==> src/rtl/regfile_dump_ctrl_if.sv <==
// Register-dump stream: one beat per architectural register, valid/ready handshake.
interface regfile_dump_ctrl_if #(
  parameter int unsigned ADDR_W = 5,
  parameter int unsigned DATA_W = 32
);
  logic              dump_valid;
  logic              dump_ready;
  logic [ADDR_W-1:0] dump_addr;
  logic [DATA_W-1:0] dump_data;
  logic              dump_last;

  modport master (
    output dump_valid,
    output dump_addr,
    output dump_data,
    output dump_last,
    input  dump_ready
  );

  modport slave (
    input  dump_valid,
    input  dump_addr,
    input  dump_data,
    input  dump_last,
    output dump_ready
  );
endinterface

==> src/rtl/regfile_dump_ctrl.sv <==
// Run-then-inspect sequencer: lets the CPU run for a programmed number of cycles,
// freezes it, then steals regfile read port A and streams every register out.
module regfile_dump_ctrl #(
  parameter int unsigned NUM_REGS = 32,
  parameter int unsigned ADDR_W   = 5,
  parameter int unsigned DATA_W   = 32,
  parameter int unsigned CYC_W    = 16
) (
  input  logic              clock,
  input  logic              reset,
  input  logic              start,
  input  logic [CYC_W-1:0]  run_cycles,
  input  logic [ADDR_W-1:0] cpu_rs1,
  output logic [ADDR_W-1:0] rs1_out,
  input  logic [DATA_W-1:0] regA_in,
  output logic              cpu_run,
  output logic              busy,
  output logic              done,
  regfile_dump_ctrl_if.master dump
);

  localparam logic [ADDR_W-1:0] LastIdx = ADDR_W'(NUM_REGS - 1);

  typedef enum logic [2:0] {StIdle, StRun, StScan, StHold, StDone} state_e;

  state_e            state_q, state_d;
  logic [CYC_W-1:0]  cnt_q, cnt_d;
  logic [CYC_W-1:0]  len_q, len_d;
  logic [ADDR_W-1:0] idx_q, idx_d;
  logic [ADDR_W-1:0] addr_q, addr_d;
  logic [DATA_W-1:0] data_q, data_d;
  logic              last_q, last_d;

  // State register; reset drops back to idle with no partial beat kept.
  always_ff @(posedge clock or posedge reset) begin
    if (reset) begin
      state_q <= StIdle;
      cnt_q   <= '0;
      len_q   <= '0;
      idx_q   <= '0;
      addr_q  <= '0;
      data_q  <= '0;
      last_q  <= 1'b0;
    end else begin
      state_q <= state_d;
      cnt_q   <= cnt_d;
      len_q   <= len_d;
      idx_q   <= idx_d;
      addr_q  <= addr_d;
      data_q  <= data_d;
      last_q  <= last_d;
    end
  end

  // Next-state: run countdown, then one settle cycle + one hold phase per register.
  always_comb begin
    state_d = state_q;
    cnt_d   = cnt_q;
    len_d   = len_q;
    idx_d   = idx_q;
    addr_d  = addr_q;
    data_d  = data_q;
    last_d  = last_q;
    unique case (state_q)
      StIdle, StDone: begin
        if (start) begin
          len_d   = run_cycles;
          cnt_d   = '0;
          idx_d   = '0;
          state_d = (run_cycles != '0) ? StRun : StScan;
        end
      end
      StRun: begin
        // Final increment lands on len_q, which always fits: no wrap.
        cnt_d = cnt_q + CYC_W'(1);
        if (cnt_q == len_q - CYC_W'(1)) begin
          state_d = StScan;
        end
      end
      StScan: begin
        // rs1_out has been idx for this whole cycle, so regA_in is settled.
        addr_d  = idx_q;
        data_d  = regA_in;
        last_d  = (idx_q == LastIdx);
        state_d = StHold;
      end
      StHold: begin
        if (dump.dump_ready) begin
          last_d = 1'b0;
          if (idx_q == LastIdx) begin
            state_d = StDone;
          end else begin
            idx_d   = idx_q + ADDR_W'(1);
            state_d = StScan;
          end
        end
      end
      default: state_d = StIdle;
    endcase
  end

  // Outputs decoded from state so reset clears them without waiting for a clock.
  always_comb begin
    cpu_run = (state_q == StRun);
    busy    = (state_q == StRun) || (state_q == StScan) || (state_q == StHold);
    done    = (state_q == StDone);
    rs1_out = ((state_q == StScan) || (state_q == StHold)) ? idx_q : cpu_rs1;
  end

  assign dump.dump_valid = (state_q == StHold);
  assign dump.dump_addr  = addr_q;
  assign dump.dump_data  = data_q;
  assign dump.dump_last  = last_q;

endmodule

==> src/flat_wrapper.sv <==
// flat-port wrapper written by rule: the top's interface ports become plain ports
module regfile_dump_ctrl_flat 
#(
  parameter int unsigned NUM_REGS = 32,
  parameter int unsigned ADDR_W   = 5,
  parameter int unsigned DATA_W   = 32,
  parameter int unsigned CYC_W    = 16
)
  (clock, reset, start, run_cycles, cpu_rs1, rs1_out, regA_in, cpu_run, busy, done, dump_dump_valid, dump_dump_addr, dump_dump_data, dump_dump_last, dump_dump_ready);
  regfile_dump_ctrl_if #(.ADDR_W(ADDR_W), .DATA_W(DATA_W)) dump_i ();
  input  logic clock;
  input  logic reset;
  input  logic start;
  input  logic [CYC_W-1:0] run_cycles;
  input  logic [ADDR_W-1:0] cpu_rs1;
  output logic [ADDR_W-1:0] rs1_out;
  input  logic [DATA_W-1:0] regA_in;
  output logic cpu_run;
  output logic busy;
  output logic done;
  output wire logic [$bits(dump_i.dump_valid)-1:0] dump_dump_valid;
  output wire logic [$bits(dump_i.dump_addr)-1:0] dump_dump_addr;
  output wire logic [$bits(dump_i.dump_data)-1:0] dump_dump_data;
  output wire logic [$bits(dump_i.dump_last)-1:0] dump_dump_last;
  input wire logic [$bits(dump_i.dump_ready)-1:0] dump_dump_ready;
  assign dump_dump_valid = dump_i.dump_valid;
  assign dump_dump_addr = dump_i.dump_addr;
  assign dump_dump_data = dump_i.dump_data;
  assign dump_dump_last = dump_i.dump_last;
  assign dump_i.dump_ready = dump_dump_ready;
  regfile_dump_ctrl #(.NUM_REGS(NUM_REGS), .ADDR_W(ADDR_W), .DATA_W(DATA_W), .CYC_W(CYC_W)) u_core (.clock(clock), .reset(reset), .start(start), .run_cycles(run_cycles), .cpu_rs1(cpu_rs1), .rs1_out(rs1_out), .regA_in(regA_in), .cpu_run(cpu_run), .busy(busy), .done(done), .dump(dump_i));
endmodule
==> config.mk <==
export PLATFORM = sky130hd
export DESIGN_NAME = regfile_dump_ctrl_flat
export DESIGN_NICKNAME = d
export VERILOG_FILES = /design/src/rtl/regfile_dump_ctrl_if.sv /design/src/rtl/regfile_dump_ctrl.sv /design/src/flat_wrapper.sv
export SDC_FILE = /design/constraint.sdc
export NUM_CORES = 1
export LEC_CHECK = 0
export ABC_AREA = 0
export CAP_MARGIN = 20
export CORE_MARGIN = 1.5
export CORE_UTILIZATION = 48
export DETAILED_ROUTE_END_ITERATION = 10
export PLACE_DENSITY = 0.89
export SKIP_LAST_GASP = 1
export SLEW_MARGIN = 40
export SYNTH_ARGS = -nofsm -noshare
export SYNTH_HDL_FRONTEND = slang
export SYNTH_SLANG_ARGS = --single-unit
==> constraint.sdc <==
create_clock -name clock -period 3 [get_ports clock]
set_input_delay 0.6 -clock clock [delete_from_list [all_inputs] [get_ports clock]]
set_output_delay 0.6 -clock clock [all_outputs]
set_load 0.02 [all_outputs]
==> impl_metrics.json <==
{
  "peakVddDrop_v": 0.0005074,
  "cts_buffers": 9,
  "nNetsFinal": 500,
  "slew_violations": 0,
  "grt_max_degree": 59,
  "muxShareOfSynthArea": 0.1814,
  "reg2reg_depth": 6,
  "cp_slowest_cell": "clkdlybuf4s50_1",
  "synth_simple_gate_area_frac": 0.1436,
  "path_buf_inv": 3,
  "syn_inst": 332,
  "finalHoldViolCount": 0,
  "grt_setup_unrepaired": "no",
  "seq_area_frac_synth": 0.5210,
  "post_drt_wl_per_cell_um": 16.52,
  "io_pins": 104,
  "synth_area_um2": 3746,
  "yosysWarningCount": 0,
  "synth_cell_types": 37,
  "outcome": "finished, final reports clean",
  "crit_path_start_kind": "register",
  "num_rows": 32,
  "grt_overflow": 0,
  "antenna_found_initial": 0,
  "seqPwrFrac": 0.428,
  "final_common_cell": "clkdlybuf4s50_1",
  "dp_cells": 530,
  "swShare": 0.3603,
  "fmax_ghz": 0.3527,
  "clock_skew_ns": 0.009274,
  "core_um2": 7647,
  "clockPowerShare": 0.218,
  "setup_viol_count_final": 0,
  "hp-class": "register to register",
  "wirelength_mm": 9.019,
  "min_from": "u_core.dump.dump_data[30]$_DFFE_PP0P_",
  "intPower_mw": 2.407,
  "cts_setup_buffers": 0,
  "leakage_nw": 2.159,
  "first_iter_violations": 158,
  "synth_xor_area_frac": 0.05144,
  "syn_avg_cell_area_um2": 11.28,
  "dieArea_um2": 8343,
  "ant_nets": 0,
  "drive_above_1_share": 0.1847,
  "area_growth_pct": 36.37,
  "worst_pin_slew_ns": 0.4924,
  "synth_ff_type": "dfrtp_1",
  "synth-seq-cells": 78,
  "initial_core_util": 0.4899,
  "dp_hpwl_mm": 6.733,
  "maxSlewHeadroom": 0.6712,
  "crit_top_cell": "inv_1",
  "grt_pass1_wl_mm": 14.86,
  "r2r_slack_ns": 0.55,
  "crit_path_max_fanout": 7,
  "synth_edf_count": 0,
  "holdPathEnd": "u_core.dump.dump_data[30]$_DFFE_PP0P_",
  "clock-root-buffer": "clkbuf_8",
  "die_w_um": 91.34,
  "period_minus_slack_ns": 2.835,
  "final_util": 0.6680,
  "endpoint_kind": "output port",
  "cts-hold-fix-buffers": 0,
  "clock-sinks": 78,
  "tns_ns": 0,
  "cts-resized-gates": 0,
  "insertion_delay_ns": 0.36,
  "io_buffers": 103,
  "drc": 0,
  "synth_fa_ha_area_frac": 0.01336,
  "synth_nets": 393,
  "synth_top_family_by_area": "multiplexers",
  "cts_tree": "built",
  "r2r_end": "u_core.state_q[0]$_DFFE_PP0P_",
  "maxCapViolCount": 0,
  "critPathKind": "register to output port",
  "cts.path.max_buffers": 2,
  "via_per_inst": 5.515,
  "switchingPower_mw": 1.355,
  "drt_pass1_iterations": 6,
  "htree_num_levels": 3,
  "r2r-start": "u_core.len_q[3]$_DFFE_PP0P_",
  "crit_path_max_incr_delay_ns": 0.66,
  "final_cell_mix": "103 x clkdlybuf4s50_1, 78 x dfrtp_1, 55 x mux2_2",
  "worstPathCellList": "inv_1 -> or3_1 -> inv_1 -> clkdlybuf4s50_1",
  "powerDensity_nw_per_um2": 736.5,
  "vias": 3011,
  "synth-async-reset-ratio": 1.000,
  "die_h_um": 91.34,
  "min_path_cells": 1,
  "critPathArrivalTime_ns": 2.24,
  "path_clk_slew_ns": 0.08,
  "antennaDiodeCount": 0,
  "grt_pass1_vias": 3163,
  "finalCritPeriodShare": 0.9450,
  "required_ns": 2.40,
  "gp_congestion": 0.8883,
  "synth-compound-area-share": 0.06747,
  "fin_cells": 546,
  "cpLargestDelayFamily": "buffers and inverters",
  "comb_power_share": 0.354,
  "track_usage": 0.2270
}
## cell usage after synthesis, types with 2 or more instances
| master | n | area (um^2) |
|---|---|---|
| dfrtp_1 | 78 | 1952 |
| mux2_2 | 55 | 619.3 |
| nand2_1 | 29 | 108.9 |
| o21ai_0 | 24 | 120.1 |
| nand3_1 | 21 | 105.1 |
| nor2_1 | 13 | 48.80 |
| xnor2_1 | 12 | 105.1 |
| inv_1 | 10 | 37.54 |
| xor2_1 | 10 | 87.58 |
| clkbuf_1 | 9 | 33.78 |
| nor4_1 | 9 | 56.30 |
| mux2i_1 | 6 | 60.06 |
| nand4_1 | 6 | 37.54 |
| ha_1 | 4 | 50.05 |
| nor3_1 | 4 | 20.02 |
| a21oi_1 | 3 | 15.01 |
| and3_1 | 3 | 18.77 |
| nand3b_1 | 3 | 22.52 |
| o22ai_1 | 3 | 18.77 |
| or3_1 | 3 | 18.77 |
| or4_1 | 3 | 22.52 |
| a211oi_1 | 2 | 15.01 |
| a22o_1 | 2 | 17.52 |
| a31oi_1 | 2 | 12.51 |
| a41oi_1 | 2 | 17.52 |
| and2_1 | 2 | 12.51 |
| buf_2 | 2 | 10.01 |
| nor2_2 | 2 | 12.51 |
| or2_2 | 2 | 12.51 |
## layout make-up
| type | instances | area (um^2) |
|---|---|---|
| flip-flops and latches | 78 | 1952 |
| clock inverters | 7 | 78.83 |
| clock buffers | 9 | 123.9 |
| repair buffers | 107 | 1074 |
| fillers | 536 | 2539 |
| well taps | 102 | 127.6 |
| inverters | 10 | 37.54 |
| multi-input cells | 233 | 1715 |
## through the flow
| step | hold slack [ns] | area, um^2 | total power [mW] | worst slack [ns] |
|---|---|---|---|---|
| after floorplan | 0.4661 | 3746 | 2.415 | 0.4050 |
| after CTS | 0.5144 | 5106 | 3.774 | 0.05287 |
| after global placement | 0.4817 | 4903 | 2.879 | 0.5470 |
| after detailed placement | 0.4940 | 4903 | 2.948 | 0.4474 |
| after global routing | 0.5268 | 5109 | 3.963 | 0.03408 |
| final | 0.5083 | 5109 | 3.762 | 0.1649 |
## kinds of logic after synthesis
group | after synthesis
buf+inv | 21
fa+ha+maj | 4
simple gates | 104
mux | 61
flops | 78
compound gates | 42
xor+xnor | 22
## worst max-delay path by stage
stage,startpoint,endpoint,cells after the start
4_1_cts,u_core.state_q[1]$_DFFE_PP0P_,dump_dump_valid,4
3_3_place_gp,u_core.state_q[1]$_DFFE_PP0P_,dump_dump_valid,4
2_1_floorplan,reset,u_core.cnt_q[0]$_DFFE_PP0P_,1
3_5_place_dp,u_core.state_q[1]$_DFFE_PP0P_,dump_dump_valid,4
6_report,u_core.state_q[0]$_DFFE_PP0P_,cpu_run,4
5_1_grt,u_core.state_q[0]$_DFFE_PP0P_,cpu_run,4
## layer usage
layer	routed length, um	GRT usage	share of wire
met5	0	0	0
met1	3534	0.2590	0.39
met4	144	0.1055	0.016
met2	4846	0.4098	0.54
met3	493	0.04020	0.055
## worst register-to-register path, stage by stage (launching register included)
cell      delay [ns]
dfrtp_1         0.49
nor4_4          0.36
nand4_1         0.19
or4_1           0.52
a211oi_1        0.24
a41oi_1         0.23
a221o_1         0.31
## registers in the layout, summed over array words and instances (netlist names)
name and count:
u_core.dump.dump_data 32, u_core.cnt_q 16, u_core.len_q 16, u_core.dump.dump_addr 5
u_core.idx_q 5, u_core.state_q 3, u_core.dump.dump_last 1
## power groups by stage
stage          Sequential [mW]  Combinational (mW)  Clock [mW]
2_1_floorplan             1.65               0.763           0
3_3_place_gp              1.60                1.28           0
3_5_place_dp              1.62                1.32           0
4_1_cts                   1.60                1.34       0.832
5_1_grt                   1.65                1.44       0.875
6_report                  1.61                1.33       0.821
Power figures use the tool's default switching activity.
